--- config.mk ---
export PLATFORM = sky130hd
export DESIGN_NAME = shift595_rx
export DESIGN_NICKNAME = d
export VERILOG_FILES = /design/src/rtl/shift595_rx.sv
export SDC_FILE = /design/constraint.sdc
export NUM_CORES = 1
export LEC_CHECK = 0
export ABC_CLOCK_PERIOD_IN_PS = 2440
export BUFFER_PORTS_ARGS = -buffer_cell sky130_fd_sc_hd__buf_4
export CAP_MARGIN = 0
export CORE_ASPECT_RATIO = 2
export CORE_UTILIZATION = 44
export DETAILED_ROUTE_END_ITERATION = 16
export SETUP_SLACK_MARGIN = 0.05
export SYNTH_ARGS = -nofsm -noshare
export SYNTH_HDL_FRONTEND = slang
export SYNTH_SLANG_ARGS = --single-unit
export TNS_END_PERCENT = 30
--- constraint.sdc ---
create_clock -name clk -period 2.44 [get_ports clk]
set_input_delay 0.122 -clock clk [delete_from_list [all_inputs] [get_ports clk]]
set_output_delay 0.122 -clock clk [all_outputs]
set_load 0.1 [all_outputs]
--- src/rtl/shift595_rx.sv ---
// 74HC595-style serial link receiver: synchronises SCLK/RCLK/DIO, shifts DIO MSB-first and latches on RCLK.
// Optional glitch filter on the synchronised inputs is enabled with `define SHIFT595_RX_FILTER_EN.
`timescale 1ns/1ps
module shift595_rx #(
    parameter int WIDTH       = 16,
    parameter int SYNC_STAGES = 2,
    parameter int FILT_LEN    = 3
) (
    input  logic             clk,
    input  logic             rstn,
    input  logic             SCLK,
    input  logic             RCLK,
    input  logic             DIO,
    output logic [WIDTH-1:0] data595,
    output logic             data_vld,
    output logic             frame_err,
    output logic [7:0]       frame_cnt,
    output logic             Q7S
);

    localparam int CW = $clog2(2 * WIDTH);
    localparam logic [CW-1:0] CNT_MAX  = CW'(2 * WIDTH - 1);
    localparam logic [CW-1:0] CNT_FULL = CW'(WIDTH);

    // Bit order in all 3-bit input vectors: [2]=SCLK, [1]=RCLK, [0]=DIO.
    logic [SYNC_STAGES-1:0][2:0] sync_q, sync_d;
    logic [2:0]                  sync_lvl;
    logic [2:0]                  filt_lvl;

    always_comb begin
        sync_d = {sync_q[SYNC_STAGES-2:0], {SCLK, RCLK, DIO}};
    end

    always_ff @(posedge clk or negedge rstn) begin
        if (!rstn) sync_q <= '0;
        else       sync_q <= sync_d;
    end

    assign sync_lvl = sync_q[SYNC_STAGES-1];

`ifdef SHIFT595_RX_FILTER_EN
    localparam int FCW = $clog2(FILT_LEN + 1);

    genvar gi;
    generate
        for (gi = 0; gi < 3; gi++) begin : g_filt
            logic           filt_q, filt_d;
            logic [FCW-1:0] fcnt_q, fcnt_d;

            // Level only follows the input after FILT_LEN consecutive differing samples.
            always_comb begin
                filt_d = filt_q;
                fcnt_d = fcnt_q;
                if (sync_lvl[gi] == filt_q) begin
                    fcnt_d = '0;
                end else if (fcnt_q == FCW'(FILT_LEN - 1)) begin
                    filt_d = sync_lvl[gi];
                    fcnt_d = '0;
                end else begin
                    fcnt_d = fcnt_q + 1'b1;
                end
            end

            always_ff @(posedge clk or negedge rstn) begin
                if (!rstn) begin
                    filt_q <= 1'b0;
                    fcnt_q <= '0;
                end else begin
                    filt_q <= filt_d;
                    fcnt_q <= fcnt_d;
                end
            end

            assign filt_lvl[gi] = filt_q;
        end
    endgenerate
`else
    assign filt_lvl = sync_lvl;
`endif

    logic [1:0] prev_q;
    logic       sclk_rise, rclk_rise, dio_lvl;

    assign sclk_rise = filt_lvl[2] & ~prev_q[1];
    assign rclk_rise = filt_lvl[1] & ~prev_q[0];
    assign dio_lvl   = filt_lvl[0];

    logic [WIDTH-1:0] shift_q, shift_d;
    logic [CW-1:0]    bitcnt_q, bitcnt_d;
    logic [WIDTH-1:0] data_q, data_d;
    logic             vld_q, vld_d;
    logic             err_q, err_d;
    logic [7:0]       frame_cnt_q, frame_cnt_d;

    always_comb begin
        shift_d     = shift_q;
        bitcnt_d    = bitcnt_q;
        data_d      = data_q;
        vld_d       = 1'b0;
        err_d       = err_q;
        frame_cnt_d = frame_cnt_q;
        if (sclk_rise) begin
            shift_d = {shift_q[WIDTH-2:0], dio_lvl};
            if (bitcnt_q != CNT_MAX) bitcnt_d = bitcnt_q + 1'b1;
        end
        // A latch always captures the pre-shift word; a coincident shift counts as bit 1 of the next frame.
        if (rclk_rise) begin
            data_d      = shift_q;
            vld_d       = 1'b1;
            err_d       = (bitcnt_q != CNT_FULL);
            frame_cnt_d = frame_cnt_q + 8'd1;
            bitcnt_d    = sclk_rise ? CW'(1) : '0;
        end
    end

    always_ff @(posedge clk or negedge rstn) begin
        if (!rstn) begin
            prev_q      <= '0;
            shift_q     <= '0;
            bitcnt_q    <= '0;
            data_q      <= '0;
            vld_q       <= 1'b0;
            err_q       <= 1'b0;
            frame_cnt_q <= '0;
        end else begin
            prev_q      <= filt_lvl[2:1];
            shift_q     <= shift_d;
            bitcnt_q    <= bitcnt_d;
            data_q      <= data_d;
            vld_q       <= vld_d;
            err_q       <= err_d;
            frame_cnt_q <= frame_cnt_d;
        end
    end

    assign data595   = data_q;
    assign data_vld  = vld_q;
    assign frame_err = err_q;
    assign frame_cnt = frame_cnt_q;
    assign Q7S       = shift_q[WIDTH-1];

endmodule

==> results of run 1 <==
==> layer usage <==
layer / GRT usage (%) / up-vias / part of all wire, %
met5: 0 / - / 0
li1: - / 630 / -
met2: 28.8 / 32 / 53
met4: 9.19 / 0 / 2.1
met3: 3.36 / 7 / 3.9
met1: 20.0 / 656 / 41
==> stage by stage <==
step | setup slack [ps] | instances | hold WS [ps] | area, sq um | util [%]
after floorplan | 458 | 174 | -174 | 2080 | -
after global routing | 197 | 266 | 377 | 2510 | 55.1
after CTS | 290 | 266 | 357 | 2510 | 55.1
final | 288 | 266 | 354 | 2510 | 55.1
after detailed placement | 311 | 255 | 206 | 2370 | 52.0
after global placement | 423 | 255 | 195 | 2370 | 52.0
==> synthesized netlist by cell type, drive strengths merged <==
cell and instances:
dfrtp 55, nand2 54, mux2 16, xnor2 7, buf 4, clkbuf 4, ha 4, inv 4
nand4 4, nor2 4, and3 3, a21oi 2, mux2i 2, nand3 2, o21ai 2, or3 2
a41oi 1, nand2b 1, nor2b 1, o211ai 1, or3b 1
==> kinds of logic (layout without fill, tap and decap cells) <==
group | Yosys count | count (layout) | synth area share [%]
XOR/XNOR | 7 | 7 | 2.94
adder cells (fa/ha/maj) | 4 | 4 | 2.40
flip-flops | 55 | 55 | 66.0
AND/OR/NAND/NOR | 72 | 72 | 14.6
buffers and inverters | 12 | 49 | 2.64
AO/OA/AOI/OAI | 6 | 6 | 1.74
multiplexers | 18 | 18 | 9.60
==> timing repair <==
item,4_1_cts,5_1_grt
endpoints found under the hold margin,58,0
setup endpoints to repair,0,0
hold buffers,4,0
==> sequential cells by signal, summed over array words and instances, names as in the netlist <==
name and flops:
data595 16, shift_q 16, frame_cnt 8, bitcnt_q 5
filt_lvl 3, sync_d 3, prev_q 2, data_vld 1
frame_err 1
==> how the worst max path moves through the flow <==
stage,endpoint,slack [ps],cells past startpoint
after floorplan,bitcnt_q[3]$_DFFE_PN0P_,460,7
after global placement,bitcnt_q[3]$_DFFE_PN0P_,420,6
after detailed placement,bitcnt_q[3]$_DFFE_PN0P_,310,6
after CTS,bitcnt_q[3]$_DFFE_PN0P_,290,6
after global routing,bitcnt_q[3]$_DFFE_PN0P_,200,6
final,bitcnt_q[3]$_DFFE_PN0P_,290,6
==> layout make-up <==
class	count	area share, %
inverters	4	0.598
clock inverters	1	1.20
repair buffers	38	11.8
multi-input cells	107	26.0
well taps	55	2.74
clock buffers	6	2.89
flip-flops and latches	55	54.8
==> worst max-delay path: stages, from the launching register on <==
cell	delay [ps]
dfrtp_1	440
ha_1	230
and3_1	190
ha_1	170
or3b_1	500
or3_1	380
a21oi_1	170
==> run_results.csv, run 1 <==
group,metric,value,unit
run_status,outcome,"finished, final reports clean",
cts,cts_tree,"yes",
global_route,gr-total-overflow,0,
sta,fin_tns_setup,0,ps
floorplan,core_area,0.00455,sq mm
sta,hold_viol,0,
yosys,post_synth.cell_area_avg,12.0,sq um
global_route,grt_usage,17.1,%
cells_and_area,nFillCells,436,
cts,clock_sinks,55,
cts,clk_latency,300,ps
cts,clk_pin_slew_worst_paths,90,ps
floorplan,die_area,0.00503,sq mm
cts,clock_path_buffers,2,
cells_and_area,nets,220,
floorplan,die_w,50.7,microns
cells_and_area,antennaDiodeCount,0,
setup_path,cp-end-kind,"register",
yosys,synth_cells,174,
setup_path,worstPathRequired,2660,ps
global_route,antenna_found_initial,0,
placement,io_buffers,31,
cells_and_area,layout_commonest_cell,"dfrtp_1",
cells_and_area,multi_input_area,653,sq um
cells_and_area,syn2layout_area_growth,20.5,%
detailed_routing,drt-total-wl,3640,microns
detailed_routing,vias_per_cell,4.98,
setup_path,rr_worst_depth,6,
sta,setup_violations,0,
yosys,postSynthRegisterBits,55,
setup_path,start_kind,"register",
sta,period_needed,2150,ps
setup_path,crit_start,"bitcnt_q[0]$_DFFE_PN0P_",
global_route,grt_max_degree,56,
sta,max_freq,0.465,GHz
floorplan,fp.dieH,99.3,microns
sta,skew,5.46,ps
yosys,synth_nets,183,
detailed_routing,drtAntennaViolNets,0,
global_route,grt_pass1_wl,6490,microns
hold_path,min_path_cells,0,
setup_path,crit_type,"reg2reg",
setup_path,r2r_start,"bitcnt_q[0]$_DFFE_PN0P_",
floorplan,rows,35,
detailed_routing,vias,1325,
yosys,netlist_area,0.00208,sq mm
detailed_routing,initialDrtViolationCount,12,
hold_path,hold_class,"reg2reg",
global_route,grt_pass1_vias,1415,
yosys,synth-seq-area-share,66.0,%
sta,max_slew_margin,55.7,%
setup_path,critical_path_arrival,2370,ps
hold_path,worstHoldStart,"sync_d[5]$_DFF_PN0_",
setup_path,rrSetupSlack,290,ps
run,max-cap-violations,0,
cts,cts.repair.resized,0,
sta,worst_slew_pin_slew,664,ps
cells_and_area,layout_common_cells,"55 x dfrtp_1, 54 x nand2_1, 34 x buf_4",
sta,slew_violations,0,
detailed_routing,first_pass_iters,4,
yosys,yosysUniqueCellTypes,23,
cts,cts_setup_buffers,0,
yosys,yosys_warnings,0,
placement,hpwl,2440,microns
floorplan,start_util,45.8,%
detailed_routing,drc,0,
sta,grt_setup_unrepaired,"no",
cells_and_area,register_area,0.00138,sq mm
cts,cts-root-buf,"clkbuf_8",
cts,htreeDepth,2,
cells_and_area,layout-drive-gt1-share,26.5,%
floorplan,ios,32,
yosys,synth.top_cell.area_share,66.0,%
yosys,synth_area_leaders,"dfrtp_1 66%, nand2_1 9.7%, mux2_2 8.6%",
setup_path,rr_endpoint,"bitcnt_q[3]$_DFFE_PN0P_",
placement,gp_congestion,0.750,
cts,numCtsBuffers,5,
hold_path,hold_path_end,"filt_lvl[2]$_DFF_PN0_",
setup_path,critPathMaxFanout,8,
yosys,yosysTopAreaCell,"dfrtp_1",
detailed_routing,drt-wirelength-per-cell,13.7,microns
sta,fin_crit_sh,88.2,%
Power of run 1 is not shown: default switching activity piles up to over one toggle a cycle in this logic, so the estimate is an artifact.
==> run 2: changes to the inputs <==
- CORE_MARGIN: unset -> 4
- PLACE_DENSITY_LB_ADDON: unset -> 0.2
==> run_results.csv, run 2 (synthesis gave the netlist of run 1 again) <==
group,metric,value,unit
run_status,outcome,"finished, final reports clean",
floorplan,fp.dieH,105,microns
detailed_routing,drt-met1-wl,1540,microns
setup_path,r2r_start,"bitcnt_q[0]$_DFFE_PN0P_",
cts,numCtsBuffers,5,
sta,setup_violations,0,
setup_path,critical_path_arrival,2380,ps
floorplan,start_util,45.3,%
setup_path,rrSetupSlack,270,ps
setup_path,rr_worst_depth,6,
hold_path,min_path_cells,0,
power,power.leakage,1.26,nW
cts,cts-root-buf,"clkbuf_8",
cells_and_area,layout_commonest_cell,"dfrtp_1",
hold_path,hold_class,"reg2reg",
cells_and_area,register_area,0.00138,sq mm
sta,max_slew_margin,55.3,%
global_route,grt_pass1_vias,1461,
setup_path,worstPathRequired,2640,ps
global_route,antenna_found_initial,0,
sta,skew,4.73,ps
setup_path,crit_type,"reg2reg",
detailed_routing,vias,1313,
floorplan,ios,32,
sta,slew_violations,0,
setup_path,path_common_cell,"ha_1",
setup_path,critPathMaxFanout,8,
power,finalPower,3.37,mW
sta,worst_slew_pin_slew,670,ps
setup_path,rr_endpoint,"bitcnt_q[2]$_DFFE_PN0P_",
detailed_routing,initialDrtViolationCount,29,
cts,cts_tree,"yes",
detailed_routing,drt-wirelength-per-cell,14.1,microns
global_route,grt_usage,14.4,%
cells_and_area,nFillCells,432,
cells_and_area,antennaDiodeCount,0,
setup_path,cp-end-kind,"register",
setup_path,crit_path_top_delay_cell,"or3b_1",
detailed_routing,wl_met2,1940,microns
cells_and_area,layout_common_cells,"55 x dfrtp_1, 54 x nand2_1, 35 x buf_4",
hold_path,worstHoldStart,"sync_d[5]$_DFF_PN0_",
run,max-cap-violations,0,
floorplan,rows,35,
detailed_routing,drc,0,
global_route,grt_pass1_wl,6820,microns
sta,fin_crit_sh,89.0,%
sta,hold_viol,0,
cts,cts_setup_buffers,0,
sta,grt_setup_unrepaired,"no",
cts,clock_sinks,55,
detailed_routing,top_layer,"met4",
sta,max_freq,0.461,GHz
floorplan,core_area,0.00460,sq mm
cts,clock_path_buffers,2,
hold_path,hold_path_end,"filt_lvl[2]$_DFF_PN0_",
cts,clk_latency,290,ps
cts,clk_pin_slew_worst_paths,90,ps
cts,htreeDepth,2,
power,ir_drop,0.000841,V
power,power_density,1350,mW/mm^2
detailed_routing,route.met3.wl,172,microns
floorplan,die_area,0.00597,sq mm
detailed_routing,drtAntennaViolNets,0,
setup_path,crit_path_cell_trace,"ha_1 > and3_1 > ha_1 > or3b_1 > or3_1 > a21oi_1",
placement,gp_congestion,0.777,
cells_and_area,nets,221,
setup_path,start_kind,"register",
global_route,grt_max_degree,56,
cells_and_area,multi_input_area,653,sq um
placement,io_buffers,31,
setup_path,cp_slowest_stage_delay,500,ps
cells_and_area,syn2layout_area_growth,19.6,%
placement,hpwl,2530,microns
detailed_routing,vias_per_cell,4.94,
sta,period_needed,2170,ps
floorplan,die_w,56.7,microns
detailed_routing,drt-total-wl,3740,microns
detailed_routing,first_pass_iters,3,
cells_and_area,layout-drive-gt1-share,27.0,%
global_route,gr-total-overflow,0,
sta,fin_tns_setup,0,ps
[run 2: power by group]
part | internal (mW) | switching (mW)
Combinational | 0.349 | 1.20
Sequential | 1.16 | 0.189
Clock | 0.191 | 0.272
Total | 1.70 | 1.66
[run 2: metal layers]
layer / vias up / track usage, %
met5: - / 0
met1: 635 / 17.2
met4: 0 / 7.81
met2: 31 / 23.6
met3: 8 / 3.31
li1: 639 / -
[run 2: area by class of cell]
class,instances,share of cell area [%]
sequential,55,55.2
multi-input combinational,107,26.2
timing repair buffer,39,12.1
clock buffer,5,2.76
tap,55,2.76
inverter,4,0.602
clock inverter,1,0.301
[run 2: critical path, delay by kind of cell, from the launching register on]
| family | cells | cell delay (ps) |
|---|---|---|
| flops | 1 | 430 |
| simple gates | 3 | 1040 |
| fa+ha+maj | 2 | 400 |
| compound gates | 1 | 210 |
[run 2: stage by stage]
step / area [sq um] / setup slack, ps / hold WS (ps) / utilization, % / std cells
finish: 2490 / 269 / 355 / 54.2 / 266
global route: 2490 / 206 / 368 / 54.2 / 266
CTS: 2490 / 278 / 357 / 54.2 / 266
detailed placement: 2380 / 287 / 210 / 51.7 / 256
global placement: 2380 / 432 / 199 / 51.7 / 256
floorplan: 2080 / 458 / -174 / - / 174
[run 2: worst max-delay path by stage]
stage                                  startpoint                      end  slack, ps
after global placement    bitcnt_q[0]$_DFFE_PN0P_  bitcnt_q[3]$_DFFE_PN0P_        430
final                     bitcnt_q[0]$_DFFE_PN0P_  bitcnt_q[2]$_DFFE_PN0P_        270
after detailed placement  bitcnt_q[0]$_DFFE_PN0P_  bitcnt_q[3]$_DFFE_PN0P_        290
after floorplan           bitcnt_q[0]$_DFFE_PN0P_  bitcnt_q[3]$_DFFE_PN0P_        460
after CTS                 bitcnt_q[0]$_DFFE_PN0P_  bitcnt_q[3]$_DFFE_PN0P_        280
after global routing      bitcnt_q[0]$_DFFE_PN0P_  bitcnt_q[3]$_DFFE_PN0P_        210
[run 2: timing repair]
item                       in CTS  in global routing
gates resized for setup         0                  0
hold buffers                    4                  0
hold endpoints to repair       58                  0
setup endpoints to repair       0                  0
No activity file was read; power rests on OpenSTA's default activity.
